`src/rtl/jtag_pkg.sv`:
```
// Shared JTAG/DMI encodings: DR actions, IR codes, dmistat codes, DMI ops,
// the DR selection derived from IR, and the request FSM states.
package jtag_pkg;

  typedef enum logic [1:0] {
    DR_NONE    = 2'd0,
    DR_CAPTURE = 2'd1,
    DR_SHIFT   = 2'd2,
    DR_UPDATE  = 2'd3
  } dr_action_e;

  localparam logic [4:0] IR_IDCODE = 5'h01;
  localparam logic [4:0] IR_DTMCS  = 5'h10;
  localparam logic [4:0] IR_DMI    = 5'h11;

  localparam logic [1:0] DMISTAT_OK     = 2'd0;
  localparam logic [1:0] DMISTAT_FAILED = 2'd2;
  localparam logic [1:0] DMISTAT_BUSY   = 2'd3;

  localparam logic [1:0] DMI_OP_NOP   = 2'd0;
  localparam logic [1:0] DMI_OP_READ  = 2'd1;
  localparam logic [1:0] DMI_OP_WRITE = 2'd2;

  typedef enum logic [1:0] {
    SEL_BYPASS,
    SEL_IDCODE,
    SEL_DTMCS,
    SEL_DMI
  } dr_sel_e;

  typedef enum logic [1:0] {
    FSM_IDLE,
    FSM_REQ,
    FSM_WAIT
  } dmi_fsm_e;

  // Any instruction that is not one of ours falls back to the 1-bit bypass DR.
  function automatic dr_sel_e decode_ir(input logic [4:0] ir);
    case (ir)
      IR_IDCODE: return SEL_IDCODE;
      IR_DTMCS:  return SEL_DTMCS;
      IR_DMI:    return SEL_DMI;
      default:   return SEL_BYPASS;
    endcase
  endfunction

endpackage

```
`src/rtl/jtag_dmi_req_fsm.sv`:
```
// DMI request/response handshake: holds the request payload stable while
// valid is up, then waits for the debug module's response strobe.
module jtag_dmi_req_fsm
  import jtag_pkg::*;
#(
  parameter int ABITS = 16
) (
  input  logic             jtag_tck,
  input  logic             reset_n,
  input  logic             start,
  input  logic [1:0]       start_op,
  input  logic [ABITS-1:0] start_addr,
  input  logic [31:0]      start_data,
  input  logic             abort,
  input  logic             req_ready,
  input  logic             rsp_valid,
  output logic             req_valid,
  output logic [1:0]       req_op,
  output logic [ABITS-1:0] req_addr,
  output logic [31:0]      req_data,
  output logic             busy,
  output logic             rsp_done
);

  dmi_fsm_e state_q, state_d;

  // State register; reset abandons any transaction in flight.
  always_ff @(posedge jtag_tck or negedge reset_n) begin
    // NOTE: sequential state uses non-blocking assignments so every register
    // samples pre-edge values regardless of block ordering.
    if (!reset_n) state_q <= FSM_IDLE;
    else          state_q <= state_d;
  end

  // Next-state logic; abort (hard reset) outranks both ready and response.
  always_comb begin
    // NOTE: defaults first so no path leaves an output unassigned (no latch).
    state_d  = state_q;
    rsp_done = 1'b0;
    case (state_q)
      FSM_IDLE: if (start) state_d = FSM_REQ;
      FSM_REQ: begin
        if (abort)          state_d = FSM_IDLE;
        else if (req_ready) state_d = FSM_WAIT;
      end
      FSM_WAIT: begin
        if (abort) begin
          state_d = FSM_IDLE;
        end else if (rsp_valid) begin
          state_d  = FSM_IDLE;
          rsp_done = 1'b1;
        end
      end
      default: state_d = FSM_IDLE;
    endcase
  end

  // Payload is captured only when a request starts, so it cannot move
  // while valid waits for ready.
  always_ff @(posedge jtag_tck or negedge reset_n) begin
    if (!reset_n) begin
      req_op   <= DMI_OP_NOP;
      req_addr <= '0;
      req_data <= '0;
    end else if (start) begin
      req_op   <= start_op;
      req_addr <= start_addr;
      req_data <= start_data;
    end
  end

  assign req_valid = (state_q == FSM_REQ);
  assign busy      = (state_q != FSM_IDLE);

endmodule

```
`src/rtl/jtag_dmi_client.sv`:
```
// JTAG DTM data-register side: IR decode, capture/shift muxing for IDCODE,
// DTMCS, DMI and BYPASS, plus the sticky dmistat and response data.
module jtag_dmi_client
  import jtag_pkg::*;
#(
  parameter logic [31:0] IDCODE = 32'h0000_0001,
  parameter int          ABITS  = 16
) (
  input  logic              jtag_tck,
  input  logic              reset_n,
  input  logic [4:0]        ir,
  input  logic [1:0]        dr_action,
  input  logic [ABITS+33:0] dr_in,
  output logic [ABITS+33:0] dr_out,
  output logic [ABITS+33:0] dr_tdi_mask,
  output logic              dmi_req_valid,
  input  logic              dmi_req_ready,
  output logic [1:0]        dmi_req_op,
  output logic [ABITS-1:0]  dmi_req_addr,
  output logic [31:0]       dmi_req_data,
  input  logic              dmi_rsp_valid,
  input  logic [31:0]       dmi_rsp_data,
  input  logic              dmi_rsp_err
);

  localparam int DRW = ABITS + 34;

  dr_sel_e          sel;
  dr_action_e       action;
  logic [DRW-1:0]   len_mask;
  logic [DRW-1:0]   capture_value;
  logic [31:0]      dtmcs_value;
  logic [1:0]       dmistat;
  logic [1:0]       dmi_status;
  logic [31:0]      rsp_data;
  logic             busy;
  logic             rsp_done;
  logic             dmi_update;
  logic             dtmcs_update;
  logic             dmireset;
  logic             hardreset;
  logic             op_ok;
  logic             start;
  logic             busy_hit;

  assign sel    = decode_ir(ir);
  assign action = dr_action_e'(dr_action);

  // TDI enters at the top bit of the selected register.
  always_comb begin
    dr_tdi_mask = '0;
    case (sel)
      SEL_IDCODE: dr_tdi_mask[31]    = 1'b1;
      SEL_DTMCS:  dr_tdi_mask[31]    = 1'b1;
      SEL_DMI:    dr_tdi_mask[DRW-1] = 1'b1;
      default:    dr_tdi_mask[0]     = 1'b1;
    endcase
  end

  // All ones below the register length; wraps to all ones for the full DMI DR.
  assign len_mask = (dr_tdi_mask << 1) - DRW'(1);

  assign dtmcs_value = {17'd0, 3'd1, dmistat, 6'(ABITS), 4'd1};
  assign dmi_status  = busy ? DMISTAT_BUSY : dmistat;

  // Capture value of the selected register, zero-extended to the DR width.
  always_comb begin
    capture_value = '0;
    case (sel)
      SEL_IDCODE: capture_value = DRW'(IDCODE);
      SEL_DTMCS:  capture_value = DRW'(dtmcs_value);
      SEL_DMI:    capture_value = {dmi_req_addr, rsp_data, dmi_status};
      default:    ;
    endcase
  end

  // Value returned to the TAP for the current DR action.
  always_comb begin
    dr_out = dr_in;
    case (action)
      DR_CAPTURE: dr_out = capture_value;
      DR_SHIFT:   dr_out = (dr_in >> 1) & len_mask;
      default:    ;
    endcase
  end

  assign dmi_update   = (action == DR_UPDATE) && (sel == SEL_DMI);
  assign dtmcs_update = (action == DR_UPDATE) && (sel == SEL_DTMCS);
  assign dmireset     = dtmcs_update && dr_in[16];
  assign hardreset    = dtmcs_update && dr_in[17];
  assign op_ok        = (dr_in[1:0] == DMI_OP_READ) || (dr_in[1:0] == DMI_OP_WRITE);
  assign start        = dmi_update && !busy && op_ok && (dmistat == DMISTAT_OK);
  assign busy_hit     = dmi_update && busy;

  jtag_dmi_req_fsm #(.ABITS(ABITS)) u_req_fsm (
    .jtag_tck   (jtag_tck),
    .reset_n    (reset_n),
    .start      (start),
    .start_op   (dr_in[1:0]),
    .start_addr (dr_in[DRW-1 -: ABITS]),
    .start_data (dr_in[33:2]),
    .abort      (hardreset),
    .req_ready  (dmi_req_ready),
    .rsp_valid  (dmi_rsp_valid),
    .req_valid  (dmi_req_valid),
    .req_op     (dmi_req_op),
    .req_addr   (dmi_req_addr),
    .req_data   (dmi_req_data),
    .busy       (busy),
    .rsp_done   (rsp_done)
  );

  // Sticky dmistat and latched response data; only DTMCS resets clear status.
  always_ff @(posedge jtag_tck or negedge reset_n) begin
    if (!reset_n) begin
      dmistat  <= DMISTAT_OK;
      rsp_data <= '0;
    end else begin
      if (rsp_done) rsp_data <= dmi_rsp_data;
      if (dmireset || hardreset)      dmistat <= DMISTAT_OK;
      else if (busy_hit)              dmistat <= DMISTAT_BUSY;
      else if (rsp_done && dmi_rsp_err) dmistat <= DMISTAT_FAILED;
    end
  end

endmodule

```
`config.mk`:
```
export PLATFORM = sky130hd
export DESIGN_NAME = jtag_dmi_client
export DESIGN_NICKNAME = d
export VERILOG_FILES = /design/src/rtl/jtag_pkg.sv /design/src/rtl/jtag_dmi_req_fsm.sv /design/src/rtl/jtag_dmi_client.sv
export SDC_FILE = /design/constraint.sdc
export NUM_CORES = 1
export LEC_CHECK = 0
export CAP_MARGIN = 0
export CORE_ASPECT_RATIO = 0.8
export CORE_MARGIN = 2
export CORE_UTILIZATION = 40
export DETAILED_ROUTE_END_ITERATION = 10
export PLACE_DENSITY = 0.92
export SLEW_MARGIN = 20
export SYNTH_ARGS = -nofsm -noshare
export SYNTH_HDL_FRONTEND = slang
export SYNTH_SLANG_ARGS = --single-unit
```
`constraint.sdc`:
```
create_clock -name jtag_tck -period 13 [get_ports jtag_tck]
set_input_delay 3.25 -clock jtag_tck [delete_from_list [all_inputs] [get_ports jtag_tck]]
set_output_delay 3.25 -clock jtag_tck [all_outputs]
set_load 0.02 [all_outputs]
```
======== Word level (Yosys, flattened, before mapping) ========
Cells that the tools add are included.
storage, ports and cells
  register bits after elaboration ......... 86
  bits of input ports ..................... 94
  word-level logic and storage cells ...... 62
cells by class
  $add $sub $neg .......................... 1
  equal/unequal tests ..................... 16
  muxes and demuxes ....................... 19
  bitwise logic cells ..................... 1
  reductions and logical operators ........ 19
operators with widths
  kind                   number
  $pmux 50 s3            1
  $pmux 50 s2            1
  $and 49x50->50         1
  $sub 33x1->34 const B  1
  $mux 2                 9
  $eq 2x2->1 const B     6
  $pmux 2 s3             2
  $eq 5x5->1 const B     2
  $logic_and 1x1->1      9
  $eq 2x1->1 const B     4
  $mux 1                 6
  $eq 5x1->1 const B     1
  $logic_not 2->1        2
  $ne 3x1->1 const B     1
  $ne 3x3->1 const B     1
  $reduce_and 3->1       1
  $reduce_bool 3->1      1
  $reduce_or 3->1        1
  $logic_or 1x1->1       2
  $ne 2x2->1 const B     1
  $reduce_bool 2->1      1
  $reduce_or 2->1        1
  $logic_not 1->1        1

======== Depth between registers and ports, before layout ========
Gate-level depths: netlist of the first run.
  depth after elaboration ................. 11
  mapped depth ............................ 8
  gate-level depth less buffers ........... 6

======== By module ========
From an unflattened synthesis of the first run, not the netlist that was laid out.
unflattened totals
  cells, all modules ...................... 417
  area, all modules ....................... 5013.6 µm²
modules (own cells, without submodules)
  module            times used  cells each  area each (µm²)  sequential area each (µm²)
  jtag_dmi_client   1           300         2796.4           850.8
  jtag_dmi_req_fsm  1           117         2217.1           1301.2

======== Least setup slack after synthesis of the first run ========
Ideal clock, no wire load.
  path kind ............................... in2out
  start ................................... in ir[0]
  end ..................................... out dr_out[14]
  data arrival time ....................... 5.952 ns
  required time ........................... 9.750 ns
  slack ................................... 3.798 ns
  stages on the path ...................... 8
  path buffers ............................ 3
  cell sequence ........................... buf_4 > or4b_1 > buf_2 > ha_1 > nor3b_1 > nand3_1 > clkbuf_1 > o21ai_0
between the ends
  cells in the longest elaborated chain, start to end .. 8
RTL lines
  item                                             RTL line               text
  start: declaration                               jtag_dmi_client.sv:11  input logic [4:0] ir,
  $eq 5x5->1 / $eq 5x1->1 (equally long branches)  jtag_pkg.sv:39         case (ir)
  $pmux 2 s3 *                                     jtag_pkg.sv:39
  $eq 2x2->1 / $eq 2x1->1 (equally long branches)  jtag_dmi_client.sv:52  case (sel)
  $reduce_or 3->1 (no line) *                      --
  $mux 1 *                                         jtag_dmi_client.sv:52
  named net dr_tdi_mask[0]                         jtag_dmi_client.sv:15  output logic [ABITS+33:0] dr_tdi_mask,
  $sub 33x1->34 *                                  jtag_dmi_client.sv:61  assign len_mask = (dr_tdi_mask << 1) - DRW'(1);
  $and 49x50->50 *                                 jtag_dmi_client.sv:82  DR_SHIFT: dr_out = (dr_in >> 1) & len_mask;
  $pmux 50 s2 *                                    jtag_dmi_client.sv:80  case (action)
  end: declaration                                 jtag_dmi_client.sv:14  output logic [ABITS+33:0] dr_out,
Mark *: on every way through the listed nets, which the timed path passes. The rest lies on a longest branch.

======== Worst setup path after layout of the first run ========
  start ................................... in ir[3]
  end ..................................... out dr_out[18]
between the ends
  cells in the longest elaborated chain, start to end .. 8
RTL lines
  item                                             RTL line
  $eq 5x5->1 / $eq 5x1->1 (equally long branches)  jtag_pkg.sv:39
  $pmux 2 s3 *                                     jtag_pkg.sv:39
  $eq 2x2->1 / $eq 2x1->1 (equally long branches)  jtag_dmi_client.sv:52, jtag_dmi_client.sv:69
  $reduce_or 3->1 (no line)                        --
  $mux 1                                           jtag_dmi_client.sv:52
  $sub 33x1->34                                    jtag_dmi_client.sv:61
  $and 49x50->50                                   jtag_dmi_client.sv:82
  $pmux 50 s2 *                                    jtag_dmi_client.sv:80
Every way passes the cells marked *; elsewhere a longest branch is shown, timed or not.

==> flow_summary.toml, run 1 <==
[place]
place.gp.congestion = 0.878
place_inst = 765
placed_cell_area_um2 = 6680
io_buffers = 197
dp.final_hpwl_mm = 10.5

[global_routing]
grt.total_usage_pct = 22.0
grtUsageMet3_pct = 5.44
busiest_layer = "met2"
met1_usage_pct = 27.2
grt_pass1_vias = 4231
grt_max_degree = 59
grtUsageMet2_pct = 38.4
overflow = 0
grt_pass1_wl_mm = 22.1
antenna_found_initial = 0

[timing]
min_period_over_period_pct = 84.7
fmax_mhz = 90.8
setup_viol = 0
tightestPinTransition_ns = 1.01
maxSlewViolCount = 0
skew_ns = 0.00445
period_needed_ns = 11.01
hold_viol = 0
max_slew_margin_pct = 32.2
setup_tns_ns = 0
rsz0062_at_grt = "no"

[clock_tree]
cts_resized = 0
cts_tree = "done"
clk_latency_ns = 0.33
cts_sinks = 86
root_buffer = "clkbuf_16"
cts_buffers = 9
h-tree-depth = 3
post_cts_buffers = 0
cts-hold-fix-buffers = 0
clock_tree.buffer_depth = 2
clk_pin_slew_ns = 0.06

[synth]
ys.flop_type = "dfrtp_1"
netlist_area_um2 = 4780
yosys_warnings = 0
yosys_register_bits = 86
synth_edf_count = 0
seq_area_frac_synth_pct = 45.0
syn_avg_cell_area_um2 = 10.8
synth_cells = 443
ys_types = 38
async_flop_share_pct = 100

[drt]
wl_per_cell_um = 18.4
vias = 4156
firstDrtPassIters = 5
ant_nets = 0
viasPerCell = 5.32
drtIter0Drc = 187
remaining_drc_errors = 0
wl_mm = 14.4

[worst_setup_path]
r2r_start = "u_req_fsm.state_q[0]"
cp-start-kind = "input pin"
endpoint_kind = "primary output"
arrival_ns = 7.76
cp_data_required_time_ns = 9.75
critPathMaxFanout = 27
worstSetupPathType = "input pin to primary output"
cp-startpoint = "ir[3]"

[power_and_ir_drop]
clockPowerShare_pct = 32.0
leakagePower_nw = 3.08
comb_power_share_pct = 27.1
seqPwrFrac_pct = 40.9
power.internal_w = 0.000548
irDropWorstVdd_mv = 0.0916
p_switching_w = 0.000235
netSwitchingFraction_pct = 30.0
cellPowerDensity_nw_per_um2 = 112

[status]
status = "finished, final reports clean"

[floorplan]
initial_core_util_pct = 41.2
rows = 35
dieHeight_um = 102
pin_count = 245
die_area_um2 = 12800
die_w_um = 126
fp.coreArea_um2 = 11600

[final_layout]
diodes = 0
fin_area_um2 = 6990
final_nets = 727
post_layout_nonfiller_instances = 781
synthToLayoutAreaGrowth_pct = 46.3
nFillCells = 936
drive_gt1_share_pct = 17.2
final_core_util_pct = 60.3

[run]
drv_cap = 0

[min_path]
hp-start = "u_req_fsm.req_data[11]"
hp-class = "register to register"
## per-stage QoR
step / total power (W) / hold WS [ns] / worst slack [ns]
finish: 0.000783 / 0.504 / 1.99
global route: 0.000818 / 0.517 / 1.57
CTS: 0.000790 / 0.510 / 1.63
detailed placement: 0.000535 / 0.493 / 1.62
global placement: 0.000528 / 0.487 / 1.82
floorplan: 0.000434 / 0.472 / 3.80
## kinds of logic after synthesis
| logic type | Yosys count | synth area share (%) |
|---|---|---|
| flops | 86 | 45.0 |
| xor+xnor | 1 | 0.183 |
| buf+inv | 107 | 12.6 |
| compound gates | 113 | 15.5 |
| mux | 81 | 19.8 |
| other cells | 1 | 0.0784 |
| fa+ha+maj | 5 | 1.31 |
| simple gates | 49 | 5.52 |
## critical path, stage by stage
cell and delay [ns]:
clkdlybuf4s50_1 0.44, nor4b_2 0.72, inv_1 0.16, ha_1 0.33, nor3b_4 0.73, nand3_1 0.90, o21ai_0 0.49, clkdlybuf4s50_1 0.72
## routing by layer
layer | up-vias | routed length [um]
met2 | 204 | 7380
met5 | - | 0
met4 | 0 | 242
met3 | 22 | 931
li1 | 1855 | -
met1 | 2075 | 5850
## path summary, 6_finish.rpt
kind	endpoint	slack, ns	cells after the start
min in group asynchronous	u_req_fsm.req_addr[10]	2.88	1
max	dr_out[18]	1.99	8
min reg2reg	u_req_fsm.req_data[11]	0.50	1
min	u_req_fsm.req_data[11]	0.50	1
max in group asynchronous	u_req_fsm.req_data[30]	9.10	2
max reg2reg	u_req_fsm.req_data[30]	10.03	4
## flip-flops by register name (all words and copies together) (netlist names)
signal and flops:
dmistat 2, rsp_data 32, u_req_fsm.req_addr 16, u_req_fsm.req_data 32, u_req_fsm.req_op 2, u_req_fsm.state_q 2
## cells in the mapped netlist (all sizes together), types with 3 or more instances
cell type  instances  area (um2)
dfrtp             86        2150
mux2              81         946
buf               55         408
a22oi             48         360
o21ai             46         230
inv               34         128
nand2             22        82.6
clkbuf            18        67.6
ha                 5        62.6
a21oi              4        20.0
nand2b             3        18.8
nand3              3        15.0
nor2b              3        18.8
nor3b              3        22.5
o41ai              3        26.3
## area by class of cell
class	count	area [um2]	share of cell area (%)
Multi-Input combinational cell	296	2240	32.0
Clock inverter	5	41.3	0.590
Clock buffer	11	253	3.61
Timing Repair Buffer	201	2000	28.6
Tap cell	148	185	2.65
Sequential cell	86	2150	30.8
Inverter	34	128	1.82
## cell usage in the layout, fill, tap and decap left out, types with 2 or more instances in the layout
cell type | netlist | final
nor4_1 | 2 | 2
a22oi_1 | 48 | 48
conb_1 | 1 | 47
a221oi_1 | 2 | 2
clkdlybuf4s50_1 | 0 | 196
or3_1 | 2 | 2
nand2_1 | 22 | 22
nand2b_1 | 3 | 3
a21oi_1 | 4 | 4
o31a_1 | 2 | 2
inv_1 | 34 | 34
o21ai_0 | 46 | 46
dfrtp_1 | 86 | 86
mux2_4 | 9 | 9
and3_1 | 2 | 2
clkinvlp_4 | 0 | 2
clkbuf_16 | 0 | 9
nand3_1 | 3 | 3
nor2b_1 | 3 | 2
clkinv_4 | 0 | 2
ha_1 | 5 | 4
o211ai_1 | 2 | 2
or4b_1 | 2 | 2
nor2_1 | 2 | 2
buf_4 | 48 | 5
clkbuf_8 | 0 | 2
o41ai_1 | 3 | 3
mux2_2 | 72 | 72
## power groups by stage
stage	clock (W)	sequential, W	combinational (W)
global route	0.000267	0.000324	0.000227
finish	0.000251	0.000320	0.000212
CTS	0.000257	0.000320	0.000212
detailed placement	0	0.000325	0.000211
global placement	0	0.000322	0.000206
floorplan	0	0.000335	0.0000992
Power figures use the tool's default switching activity.
==> run 2: changes to the inputs <==
==> constraint.sdc (replaced) <==
create_clock -name jtag_tck -period 10.37 [get_ports jtag_tck]
set_input_delay 2.5925 -clock jtag_tck [delete_from_list [all_inputs] [get_ports jtag_tck]]
set_output_delay 2.5925 -clock jtag_tck [all_outputs]
set_load 0.02 [all_outputs]
==> run 2 against run 1 <==
Sequential power rose by 25%. Combinational power rose by 25%. Cell count rose by 0.13%. Register-to-register slack got worse by 2.6 ns. Sequential share of layout area fell by 0.099 points. Power rose by 29%. Clock power rose by 37%. Clock skew rose by 0.0018 ns. Cell area rose by 0.32%. First-iteration DRC count fell by 4.3%. Critical endpoint is now dr_out[7].
==> flow_summary.toml, run 2 (synthesis results as in run 1) <==
[status]
status = "finished, final reports clean"

[worst_setup_path]
worstSetupPathType = "input pin to primary output"
crit_top_cell = "clkdlybuf4s50_1"
arrival_ns = 6.50
crit_buf_inv = 4
endpoint_kind = "primary output"
cp_slowest_cell = "nor4b_2"
crit_family = "buffers and inverters"
cp.depth = 9
crit_chain = "clkdlybuf4s50_1 > nor4b_2 > inv_1 > ha_1 > nor3b_2 > buf_4 > nand3_2 > o21ai_0 > clkdlybuf4s50_1"
critPathMaxFanout = 27
cp_data_required_time_ns = 7.78
critical-path-max-stage-delay_ns = 0.79
r2r_cells = 4
cp-start-kind = "input pin"
r2r_start = "u_req_fsm.state_q[0]"
cp-startpoint = "ir[3]"

[clock_tree]
cts_buffers = 9
cts-hold-fix-buffers = 0
cts_resized = 0
post_cts_buffers = 0
clk_pin_slew_ns = 0.06
cts_tree = "done"
h-tree-depth = 3
clock_tree.buffer_depth = 2
cts_sinks = 86
root_buffer = "clkbuf_16"
clk_latency_ns = 0.33

[final_layout]
final_nets = 729
largestRegisters = "rsp_data: 32 flops, u_req_fsm.req_data: 32 flops, u_req_fsm.req_addr: 16 flops"
mostFrequentLayoutCells = "clkdlybuf4s50_1 (196), dfrtp_1 (86), mux2_2 (72)"
synthToLayoutAreaGrowth_pct = 46.8
mostFrequentLayoutCell = "clkdlybuf4s50_1"
post_layout_nonfiller_instances = 782
nFillCells = 932
diodes = 0
drive_gt1_share_pct = 17.4

[place]
dp.final_hpwl_mm = 10.7
io_buffers = 197
place_inst = 767
place.gp.congestion = 0.888

[min_path]
hold_depth = 1
hp-class = "register to register"
hp-start = "u_req_fsm.req_data[0]"

[timing]
tightestPinTransition_ns = 0.858
rsz0062_at_grt = "no"
hold_viol = 0
skew_ns = 0.00623
max_slew_margin_pct = 42.6
maxSlewViolCount = 0
period_needed_ns = 9.09
fmax_mhz = 110
setup_viol = 0
min_period_over_period_pct = 87.7
setup_tns_ns = 0

[drt]
vias = 4093
ant_nets = 0
wl_per_cell_um = 18.6
wl_mm = 14.6
viasPerCell = 5.23
drtIter0Drc = 179
firstDrtPassIters = 5
remaining_drc_errors = 0

[global_routing]
grt_max_degree = 58
grt_pass1_wl_mm = 22.5
overflow = 0
antenna_found_initial = 0
grt.total_usage_pct = 22.4
grt_pass1_vias = 4197

[power_and_ir_drop]
seqPwrFrac_pct = 39.7
cellPowerDensity_nw_per_um2 = 144
p_switching_w = 0.000290
clockPowerShare_pct = 34.0
leakagePower_nw = 3.08
power.internal_w = 0.000720
irDropWorstVdd_mv = 0.111
netSwitchingFraction_pct = 28.7
comb_power_share_pct = 26.3

[floorplan]
pin_count = 245
rows = 35
die_w_um = 126
dieHeight_um = 102
fp.coreArea_um2 = 11600
die_area_um2 = 12800
initial_core_util_pct = 41.2

[run]
drv_cap = 0
[run 2: cell types whose count changed in the layout (fill, tap and decap cells not counted), sizes merged]
cell	before	now
bufinv	0	2
clkbuf	11	10
clkinv	2	0
buf	5	7
[run 2: worst reg2reg max path: stages, from the launching register on]
cell,delay [ns]
dfrtp_1,0.46
or4b_1,0.65
or4_2,0.98
buf_4,0.42
mux2_4,0.37
[run 2: final timing paths]
check	to	slack, ns
min	u_req_fsm.req_data[0]	0.50
min reg2reg	u_req_fsm.req_data[0]	0.50
max	dr_out[7]	1.28
max in group asynchronous	rsp_data[13]	7.12
min in group asynchronous	u_req_fsm.req_addr[10]	2.18
max reg2reg	u_req_fsm.req_data[26]	7.38
[run 2: area by class of cell]
cell class                      instances  area [um2]  area share, %
Clock inverter                          5        83.8           1.19
Clock buffer                           10         229           3.26
Sequential cell                        86        2150           30.7
Multi-Input combinational cell        296        2220           31.7
Inverter                               34         128           1.82
Timing Repair Buffer                  203        2010           28.7
Tap cell                              148         185           2.64
[run 2: through the flow]
stage / instance area, um2 / power, W / setup slack (ns) / hold WS, ns / util, %
CTS: 7010 / 0.00102 / 0.963 / 0.508 / 60.4
global route: 7020 / 0.00106 / 1.04 / 0.515 / 60.5
finish: 7020 / 0.00101 / 1.28 / 0.502 / 60.5
detailed placement: 6700 / 0.000671 / 0.988 / 0.494 / 57.7
floorplan: 4950 / 0.000544 / 2.48 / 0.472 / -
global placement: 6700 / 0.000661 / 1.09 / 0.488 / 57.7
[run 2: power by group through the flow]
stage / Clock [W] / Sequential [W] / Combinational, W
2_1_floorplan: 0 / 0.000420 / 0.000124
3_3_place_gp: 0 / 0.000403 / 0.000257
3_5_place_dp: 0 / 0.000406 / 0.000265
4_1_cts: 0.000352 / 0.000401 / 0.000267
5_1_grt: 0.000367 / 0.000405 / 0.000283
6_report: 0.000343 / 0.000401 / 0.000266
[run 2: routing by layer]
layer  vias to the layer above  wire, um  global-route usage, %
met3                        26      1050                   6.39
met1                      2012      5760                   26.6
met5                         -         0                      0
met2                       200      7500                   39.3
met4                         0       261                   7.61
li1                       1855         -                      -
==> run 3: changes to the inputs <==
--- a/config.mk
+++ b/config.mk
@@ -10,6 +10,7 @@
 export CORE_MARGIN = 2
 export CORE_UTILIZATION = 40
 export DETAILED_ROUTE_END_ITERATION = 10
+export HOLD_SLACK_MARGIN = 0.15
 export PLACE_DENSITY = 0.92
 export SLEW_MARGIN = 20
 export SYNTH_ARGS = -nofsm -noshare
==> constraint.sdc (replaced) <==
create_clock -name jtag_tck -period 10.37 [get_ports jtag_tck]
set_input_delay 2.074 -clock jtag_tck [delete_from_list [all_inputs] [get_ports jtag_tck]]
set_output_delay 2.074 -clock jtag_tck [all_outputs]
set_load 0.02 [all_outputs]
==> run 3 against run 2 <==
Flip-flop and latch count is the same. Highest routed layer unchanged. Critical path depth shrank 1. Cell area shrank 0.43%. Critical endpoint is now dr_out[9]. Largest power group unchanged. Routed wire length shrank 1.6%. Setup slack gained 0.70 ns.
==> flow_summary.toml, run 3 (synthesis results as in run 1) <==
[floorplan]
dieHeight_um = 102
fp.coreArea_um2 = 11600
die_w_um = 126
initial_core_util_pct = 41.2
die_area_um2 = 12800
pin_count = 245
rows = 35

[final_layout]
mostFrequentLayoutCells = "clkdlybuf4s50_1 (196), dfrtp_1 (86), mux2_2 (72)"
mostFrequentLayoutCell = "clkdlybuf4s50_1"
drive_gt1_share_pct = 17.2
largestRegisters = "rsp_data: 32 flops, u_req_fsm.req_data: 32 flops, u_req_fsm.req_addr: 16 flops"
final_nets = 728
diodes = 0
synthToLayoutAreaGrowth_pct = 46.1
nFillCells = 910
final_core_util_pct = 60.2

[timing]
setup_viol = 0
skew_ns = 0.00790
tightestPinTransition_ns = 1.05
min_period_over_period_pct = 80.9
fmax_mhz = 119
hold_viol = 0
period_needed_ns = 8.39
rsz0062_at_grt = "no"
max_slew_margin_pct = 30.1
maxSlewViolCount = 0
setup_ws_ns = 1.98
setup_tns_ns = 0

[power_and_ir_drop]
leakagePower_nw = 3.07
cellPowerDensity_nw_per_um2 = 139
comb_power_share_pct = 27.2
netSwitchingFraction_pct = 30.1
p_switching_w = 0.000293
seqPwrFrac_pct = 41.2
irDropWorstVdd_mv = 0.0944
clockPowerShare_pct = 31.6
power.internal_w = 0.000681

[worst_setup_path]
crit_chain = "clkdlybuf4s50_1 > or4b_1 > ha_1 > nor3b_2 > buf_4 > nand3_1 > o21ai_0 > clkdlybuf4s50_1"
critPathMaxFanout = 27
worstSetupPathType = "input pin to primary output"
cp_data_required_time_ns = 8.30
crit_buf_inv = 3
crit_top_cell = "clkdlybuf4s50_1"
cp-start-kind = "input pin"
endpoint_kind = "primary output"
cp_slowest_cell = "nand3_1"
arrival_ns = 6.32
critical-path-max-stage-delay_ns = 0.76
crit_family = "buffers and inverters"

[drt]
ant_nets = 0
remaining_drc_errors = 0
vias = 4183
wl_mm = 14.3
wl_per_cell_um = 18.3
drtIter0Drc = 225
viasPerCell = 5.35
firstDrtPassIters = 5

[min_path]
hp-class = "register to register"

[global_routing]
grt_pass1_vias = 4238
grt.total_usage_pct = 21.8
grt_max_degree = 59
overflow = 0
antenna_found_initial = 0
grt_pass1_wl_mm = 22.0

[clock_tree]
cts_buffers = 9
clk_latency_ns = 0.33
cts_sinks = 86
post_cts_buffers = 0
clk_pin_slew_ns = 0.06
root_buffer = "clkbuf_16"
h-tree-depth = 3
cts-hold-fix-buffers = 0
clock_tree.buffer_depth = 2
cts_resized = 0
cts_tree = "done"

[place]
pre_cts_ws_ns = 2.08
place.gp.congestion = 0.869
dp.final_hpwl_mm = 10.5
io_buffers = 197

[status]
status = "finished, final reports clean"

[run]
drv_cap = 0
-- run 3: worst reg2reg max path: cells and delay by family, from the launching register on --
kind / cells / cell delay [ns]
buffers and inverters: 1 / 0.42
flip-flops: 1 / 0.48
multiplexers: 1 / 0.36
AND/OR/NAND/NOR: 2 / 1.63
-- run 3: path summary, 6_finish.rpt --
| kind | start | to | slack (ns) | cells past startpoint |
|---|---|---|---|---|
| max | ir[0] | dr_out[9] | 1.98 | 8 |
| max reg2reg | u_req_fsm.state_q[0] | u_req_fsm.req_data[30] | 7.37 | 4 |
| min | u_req_fsm.req_data[11] | u_req_fsm.req_data[11] | 0.50 | 1 |
| min reg2reg | u_req_fsm.req_data[11] | u_req_fsm.req_data[11] | 0.50 | 1 |
| min in group asynchronous | reset_n | u_req_fsm.req_addr[10] | 1.69 | 1 |
| max in group asynchronous | reset_n | rsp_data[0] | 7.65 | 2 |
-- run 3: final cells by class --
cell class	count	area (um2)	share of cell area (%)
well taps	148	185	2.65
inverters	34	128	1.83
clock inverters	5	42.5	0.609
clock buffers	11	243	3.47
repair buffers	202	2010	28.7
flip-flops and latches	86	2150	30.8
multi-input cells	296	2230	31.9
-- run 3: routing by layer --
metal	share of wire, %	wire (um)	up-vias	track usage [%]
met3	7.0	1010	33	5.76
met5	0	0	-	0
met4	2.3	326	0	7.52
met1	40	5780	2082	26.9
li1	-	-	1861	-
met2	50	7230	207	37.5
-- run 3: power by group through the flow --
stage               Sequential [W]  Combinational (W)  Clock, W
finish                    0.000401           0.000265  0.000308
global route              0.000406           0.000284  0.000332
CTS                       0.000401           0.000266  0.000316
detailed placement        0.000406           0.000265         0
global placement          0.000403           0.000258         0
floorplan                 0.000420           0.000124         0
-- run 3: per-stage QoR --
step | area, um2 | total power [W] | instances | hold WS [ns]
final | 6990 | 0.000974 | 782 | 0.505
after global routing | 6990 | 0.00102 | 782 | 0.512
after CTS | 6980 | 0.000983 | 782 | 0.507
after detailed placement | 6690 | 0.000671 | 766 | 0.493
after global placement | 6690 | 0.000662 | 766 | 0.487
after floorplan | 4950 | 0.000544 | 489 | 0.472
